`src/rtl/cbus_arbiter.sv`:
```
// CBus arbiter: grants one of NUM_REQ cache-side requesters the memory-side CBus for a whole burst.
// Define CBUS_ARB_ROUND_ROBIN_EN for round-robin arbitration; fixed priority (lowest index) otherwise.

package cbus_pkg;
    localparam int unsigned ADDR_W  = 32;
    localparam int unsigned DATA_W  = 32;
    localparam int unsigned STRB_W  = DATA_W / 8;
    localparam int unsigned SIZE_W  = 3;
    localparam int unsigned LEN_W   = 4;
    localparam int unsigned BURST_W = 2;

    typedef struct packed {
        logic               valid;
        logic               is_write;
        logic [SIZE_W-1:0]  size;
        logic [ADDR_W-1:0]  addr;
        logic [STRB_W-1:0]  strobe;
        logic [DATA_W-1:0]  data;
        logic [LEN_W-1:0]   len;
        logic [BURST_W-1:0] burst;
    } cbus_req_t;

    typedef struct packed {
        logic              ready;
        logic              last;
        logic [DATA_W-1:0] data;
    } cbus_resp_t;
endpackage

module cbus_arbiter
    import cbus_pkg::*;
#(
    parameter int unsigned NUM_REQ = 2
) (
    input  logic       clk,
    input  logic       reset,
    input  cbus_req_t  ireqs  [NUM_REQ],
    output cbus_resp_t iresps [NUM_REQ],
    output cbus_req_t  oreq,
    input  cbus_resp_t oresp
);

    localparam int unsigned SEL_W = (NUM_REQ > 1) ? $clog2(NUM_REQ) : 1;

    typedef enum logic {
        IDLE = 1'b0,
        BUSY = 1'b1
    } state_t;

    state_t           state_q, state_d;
    logic [SEL_W-1:0] sel_q, sel_d;
    logic [SEL_W-1:0] win;
    logic             any_valid;

`ifdef CBUS_ARB_ROUND_ROBIN_EN
    logic [SEL_W-1:0] ptr_q, ptr_d;
    int unsigned      idx;

    // First valid requester scanning upward from ptr, wrapping at NUM_REQ.
    always_comb begin
        win       = '0;
        any_valid = 1'b0;
        idx       = 0;
        for (int unsigned k = 0; k < NUM_REQ; k++) begin
            idx = (32'(ptr_q) + k) % NUM_REQ;
            if (!any_valid && ireqs[idx].valid) begin
                any_valid = 1'b1;
                win       = SEL_W'(idx);
            end
        end
    end
`else
    // Lowest valid index wins.
    always_comb begin
        win       = '0;
        any_valid = 1'b0;
        for (int unsigned k = 0; k < NUM_REQ; k++) begin
            if (!any_valid && ireqs[k].valid) begin
                any_valid = 1'b1;
                win       = SEL_W'(k);
            end
        end
    end
`endif

    // Next state and bus steering; ownership is only released on the last beat.
    always_comb begin
        state_d = state_q;
        sel_d   = sel_q;
`ifdef CBUS_ARB_ROUND_ROBIN_EN
        ptr_d   = ptr_q;
`endif
        oreq    = '0;
        for (int unsigned i = 0; i < NUM_REQ; i++) begin
            iresps[i] = '0;
        end

        case (state_q)
            IDLE: begin
                if (any_valid) begin
                    state_d = BUSY;
                    sel_d   = win;
`ifdef CBUS_ARB_ROUND_ROBIN_EN
                    ptr_d   = (win == SEL_W'(NUM_REQ - 1)) ? '0 : win + SEL_W'(1);
`endif
                end
            end
            BUSY: begin
                oreq          = ireqs[sel_q];
                iresps[sel_q] = oresp;
                if (oresp.ready && oresp.last) begin
                    state_d = IDLE;
                end
            end
        endcase
    end

    always_ff @(posedge clk) begin
        if (!reset) begin
            state_q <= IDLE;
            sel_q   <= '0;
`ifdef CBUS_ARB_ROUND_ROBIN_EN
            ptr_q   <= '0;
`endif
        end else begin
            state_q <= state_d;
            sel_q   <= sel_d;
`ifdef CBUS_ARB_ROUND_ROBIN_EN
            ptr_q   <= ptr_d;
`endif
        end
    end

endmodule
```
`config.mk`:
```
export PLATFORM = sky130hd
export DESIGN_NAME = cbus_arbiter
export DESIGN_NICKNAME = d
export VERILOG_FILES = /design/src/rtl/cbus_arbiter.sv
export SDC_FILE = /design/constraint.sdc
export NUM_CORES = 1
export LEC_CHECK = 0
export CORE_AREA = 4 4 132 134
export CTS_CLUSTER_SIZE = 25
export DETAILED_ROUTE_END_ITERATION = 8
export DIE_AREA = 0 0 136 138
export SKIP_CTS_REPAIR_TIMING = 1
export SLEW_MARGIN = 5
export SYNTH_ARGS = -nofsm -noshare
export SYNTH_HDL_FRONTEND = slang
export SYNTH_SLANG_ARGS = --single-unit
```
`constraint.sdc`:
```
create_clock -name clk -period 3.83 [get_ports clk]
set_clock_uncertainty 0.2 [all_clocks]
set_input_delay 0.766 -clock clk [delete_from_list [all_inputs] [get_ports clk]]
set_output_delay 0.766 -clock clk [all_outputs]
set_load 0.02 [all_outputs]
```
==> results.toml, run 1 <==
[status]
status = "finished clean"

[critical_path]
cp-end-kind = "primary output"
cp_num_buf_inv = 2
critPathArrivalTime_ns = 2.36
crit_type = "reg2out"
worst_path_max_delay_cell = "dfxtp_4"
cp_top_family = "buffers and inverters"
max_stage_delay_ns = 0.86
start_kind = "flip-flop"
crit_path_max_fanout = 53
rr_startpoint = "sel_q"
crit_start = "sel_q"
crit_chain = "buf_4 -> mux2i_1 -> nor2b_1 -> clkdlybuf4s50_1"
required_ns = 2.86

[synth]
synthAdderAreaFrac_pct = 0
syn-instance-count = 263
synth.distinct_cells = 15
syn_nets = 457
syn_area_mm2 = 0.00200
synth_most_common_cell = "nor2b_1"
yosysSeqAreaShare_pct = 2.00
synth_xor_area_share_pct = 0
avgSynthCellArea_um2 = 7.62
ys_async_sr_fraction_pct = 0
synth-seq-cells = 2
ys.flop_type = "dfxtp_1"
synthMuxAreaShare_pct = 39.5
yosys.area_share.simple_pct = 47.2
synth-edff-count = 0
synthTopCellsByArea = "mux2i_1 39%, nor2b_1 25%, and2_1 11%, and3_1 11%, buf_12 3.0%"
synth_compound_area_share_pct = 1.06
yosysTopAreaCellShare_pct = 39.5
ys.warnings.count = 0
yosys.area.top_type = "mux2i_1"
ys_top_cells_by_count = "80 x nor2b_1, 79 x mux2i_1, 34 x and2_1, 34 x and3_1, 14 x clkbuf_1"
synth_top_family_by_area = "simple AND/OR/NAND/NOR gates"

[die]
core_mm2 = 0.0163
die_area_mm2 = 0.0188
ios = 341
num_rows = 47
die_x_um = 136
start_util_pct = 12.3
die_y_um = 138

[final_layout]
design_area_mm2 = 0.00564
antenna_cells = 0
final_util_pct = 34.6
synthToLayoutAreaGrowth_pct = 181
final_nets = 783
drive_gt1_share_pct = 2.89

[drt]
m1WireLength_um = 4360
wl_met3_um = 1420
drtIter0Drc = 46
via_count = 3140
drcViolationCount = 0
dr.pass1.iters = 4
wl_met2_um = 6310
vias_per_cell = 3.89
wire_per_inst_um = 15.2
wirelength_um = 12300
antenna_left = 0
dr.max_layer_used = "met4"

[clock_tree]
clock_sinks = 2
numCtsBuffers = 3
cts_tree = "done"
clk_latency_ns = 0.22
path_clk_slew_ns = 0.03
root_buffer = "clkbuf_16"
cts_buffer_depth = 2
htreeDepth = 1

[sta]
tightest_slew_ns = 0.823
slew_headroom_pct = 45.1
report.final.hold_viol_count = 0
final_max_slew_viol_count = 0
rsz0062_at_grt = "false"
fin_crit_ns = 3.33
tns_ns = 0
fmax_ghz = 0.301
setup_viol = 0
min_period_over_period_pct = 86.9

[place]
place.gp.congestion = 0.791
place_area_mm2 = 0.00556
portBuffers = 340
hpwl_um = 10500

[global_routing]
grt_first_pass_wirelength_um = 18400
grt_pass1_vias = 3390
grt_max_degree = 77
grt_overflow = 0
antenna_found_initial = 0
grt_usage_pct = 12.0

[min_path]
hold_path.class = "reg2reg"
hp-start = "state_q"

[power]
total_power_w = 0.000900
leakagePower_nw = 2.10
peakVddDrop_mv = 0.152
power_density_mw_per_mm2 = 160

[job]
cap_viol_max_count = 0
placed cells by master, fill, tap and decap left out, drive strengths merged:
master	instances
and3	34
o311a	1
o221a	1
dfxtp	2
clkdlybuf4s50	340
nand3	1
inv	1
nor2b	81
clkbuf	4
mux2i	79
buf	10
and2	34
layout make-up:
class                   instances  area [um2]
clock buffers                   4        78.8
flip-flops and latches          2        45.0
inverters                       1        3.75
repair buffers                350        3480
fillers                      1689       10700
multi-input cells             231        1760
well taps                     220         275
path summary, 6_finish.rpt:
kind / endpoint / slack [ns] / cells after the start
max: oreq[35] / 0.50 / 4
min: state_q / 0.75 / 3
max reg2reg: sel_q / 2.18 / 2
min reg2reg: state_q / 0.75 / 3
kinds of logic (layout without fill, tap and decap cells):
logic type | count (synthesis) | after routing
mux | 79 | 79
buf+inv | 30 | 355
flops | 2 | 2
compound gates | 2 | 2
simple gates | 150 | 150
worst reg2reg max path: stages, from the launching register on:
cell and delay (ns):
dfxtp_4 0.86, buf_4 0.33, o221a_2 0.20
per-layer routing:
| metal | GRT usage [%] | up-vias |
|---|---|---|
| li1 | - | 1537 |
| met1 | 12.4 | 1400 |
| met2 | 23.2 | 191 |
| met3 | 3.71 | 12 |
| met4 | 2.81 | 0 |
| met5 | 0 | - |
per-stage QoR:
stage,hold slack (ns),setup WS (ns),std cells
after floorplan,0.525,1.71,263
after global placement,0.783,0.647,804
after detailed placement,0.786,0.653,804
after CTS,0.799,0.447,808
after global routing,0.842,0.333,808
final,0.750,0.503,808
registers in the layout (all words and copies together), names as in the netlist:
signal   flops
sel_q        1
state_q      1
report_power, final:
group | internal, W | switching [W] | total (W) | leakage [nW]
Clock | 0.000137 | 0.0000261 | 0.000163 | 0.0382
Combinational | 0.000417 | 0.000280 | 0.000698 | 2.05
Sequential | 0.0000226 | 0.0000164 | 0.0000390 | 0.0175
Total | 0.000577 | 0.000323 | 0.000900 | 2.10
Note: power is estimated with default switching activity, not from simulation.
==> inputs of run 2 (changes only) <==
--- a/config.mk
+++ b/config.mk
@@ -6,6 +6,7 @@
 export NUM_CORES = 1
 export LEC_CHECK = 0
 export CORE_AREA = 4 4 132 134
+export CTS_BUF_LIST = sky130_fd_sc_hd__clkbuf_16
 export CTS_CLUSTER_SIZE = 25
 export DETAILED_ROUTE_END_ITERATION = 8
 export DIE_AREA = 0 0 136 138
==> results.toml, run 2 (synthesis results as in run 1) <==
[critical_path]
rrSetupSlack_ns = 2.18
critPathArrivalTime_ns = 2.36
start_kind = "flip-flop"
crit_path_max_fanout = 53
cp-end-kind = "primary output"
required_ns = 2.86
crit_type = "reg2out"

[clock_tree]
path_clk_slew_ns = 0.03
clk_latency_ns = 0.22
cts_tree = "done"
root_buffer = "clkbuf_16"
cts_buffer_depth = 2
htreeDepth = 1
numCtsBuffers = 3
clock_sinks = 2

[global_routing]
grt_overflow = 0
grt_first_pass_wirelength_um = 18400
grt_usage_pct = 12.0
grt_pass1_vias = 3390
grt_max_degree = 77
antenna_found_initial = 0

[drt]
vias_per_cell = 3.89
drcViolationCount = 0
wire_per_inst_um = 15.2
wirelength_um = 12300
antenna_left = 0
via_count = 3140
drtIter0Drc = 46
dr.pass1.iters = 4

[power]
leakagePower_nw = 2.10
peakVddDrop_mv = 0.153
power_density_mw_per_mm2 = 159

[die]
core_mm2 = 0.0163
num_rows = 47
die_y_um = 138
die_area_mm2 = 0.0188
ios = 341
start_util_pct = 12.3
die_x_um = 136

[sta]
setup_ws_ns = 0.502
report.final.hold_viol_count = 0
min_period_over_period_pct = 86.9
slew_headroom_pct = 45.1
tightest_slew_ns = 0.823
fmax_ghz = 0.300
fin_hold_ws_ns = 0.750
tns_ns = 0
fin_crit_ns = 3.33
setup_viol = 0
rsz0062_at_grt = "false"
final_max_slew_viol_count = 0

[place]
pre_cts_slack_ns = 0.653
hpwl_um = 10500
portBuffers = 340
place_area_mm2 = 0.00556
place.gp.congestion = 0.791

[status]
status = "finished clean"

[job]
cap_viol_max_count = 0

[min_path]
hold_path.class = "reg2reg"

[final_layout]
antenna_cells = 0
synthToLayoutAreaGrowth_pct = 181
final_nets = 783
final_common_cell = "clkdlybuf4s50_1"
largest_registers = "sel_q (1), state_q (1)"
design_area_mm2 = 0.00564
drive_gt1_share_pct = 2.89
final_util_pct = 34.6
layout_common_cells = "340 x clkdlybuf4s50_1, 80 x nor2b_1, 79 x mux2i_1"
-- run 2: worst max-delay path, cell delays in order, from the launching register on --
cell and delay (ns):
dfxtp_4 0.86, buf_4 0.38, mux2i_1 0.11, nor2b_1 0.12, clkdlybuf4s50_1 0.62
-- run 2: power breakdown --
part	total, W	internal [W]	leakage (nW)	switching (W)
Sequential	0.0000390	0.0000226	0.0175	0.0000164
Combinational	0.000698	0.000417	2.05	0.000280
Clock	0.000161	0.000134	0.0423	0.0000263
-- run 2: per-layer routing --
layer / GRT usage [%] / routed length [um]
met4: 2.81 / 172
met2: 23.2 / 6310
met5: 0 / 0
met1: 12.4 / 4360
met3: 3.71 / 1420
-- run 2: layout make-up --
class / count / area [um2]
Tap cell: 220 / 275
Clock buffer: 3 / 75.1
Fill cell: 1689 / 10700
Clock inverter: 1 / 3.75
Multi-Input combinational cell: 231 / 1760
Inverter: 1 / 3.75
Sequential cell: 2 / 45.0
Timing Repair Buffer: 350 / 3480
-- run 2: path summary, 6_finish.rpt --
path,cells past startpoint,start,endpoint
hold / removal,3,state_q,state_q
hold reg to reg,3,state_q,state_q
setup / recovery,4,sel_q,oreq[35]
setup reg to reg,2,sel_q,sel_q
-- run 2: metrics by stage --
step / cells / power (W)
floorplan: 263 / 0.000338
global placement: 804 / 0.000739
detailed placement: 804 / 0.000746
CTS: 808 / 0.000913
global route: 808 / 0.000954
finish: 808 / 0.000897
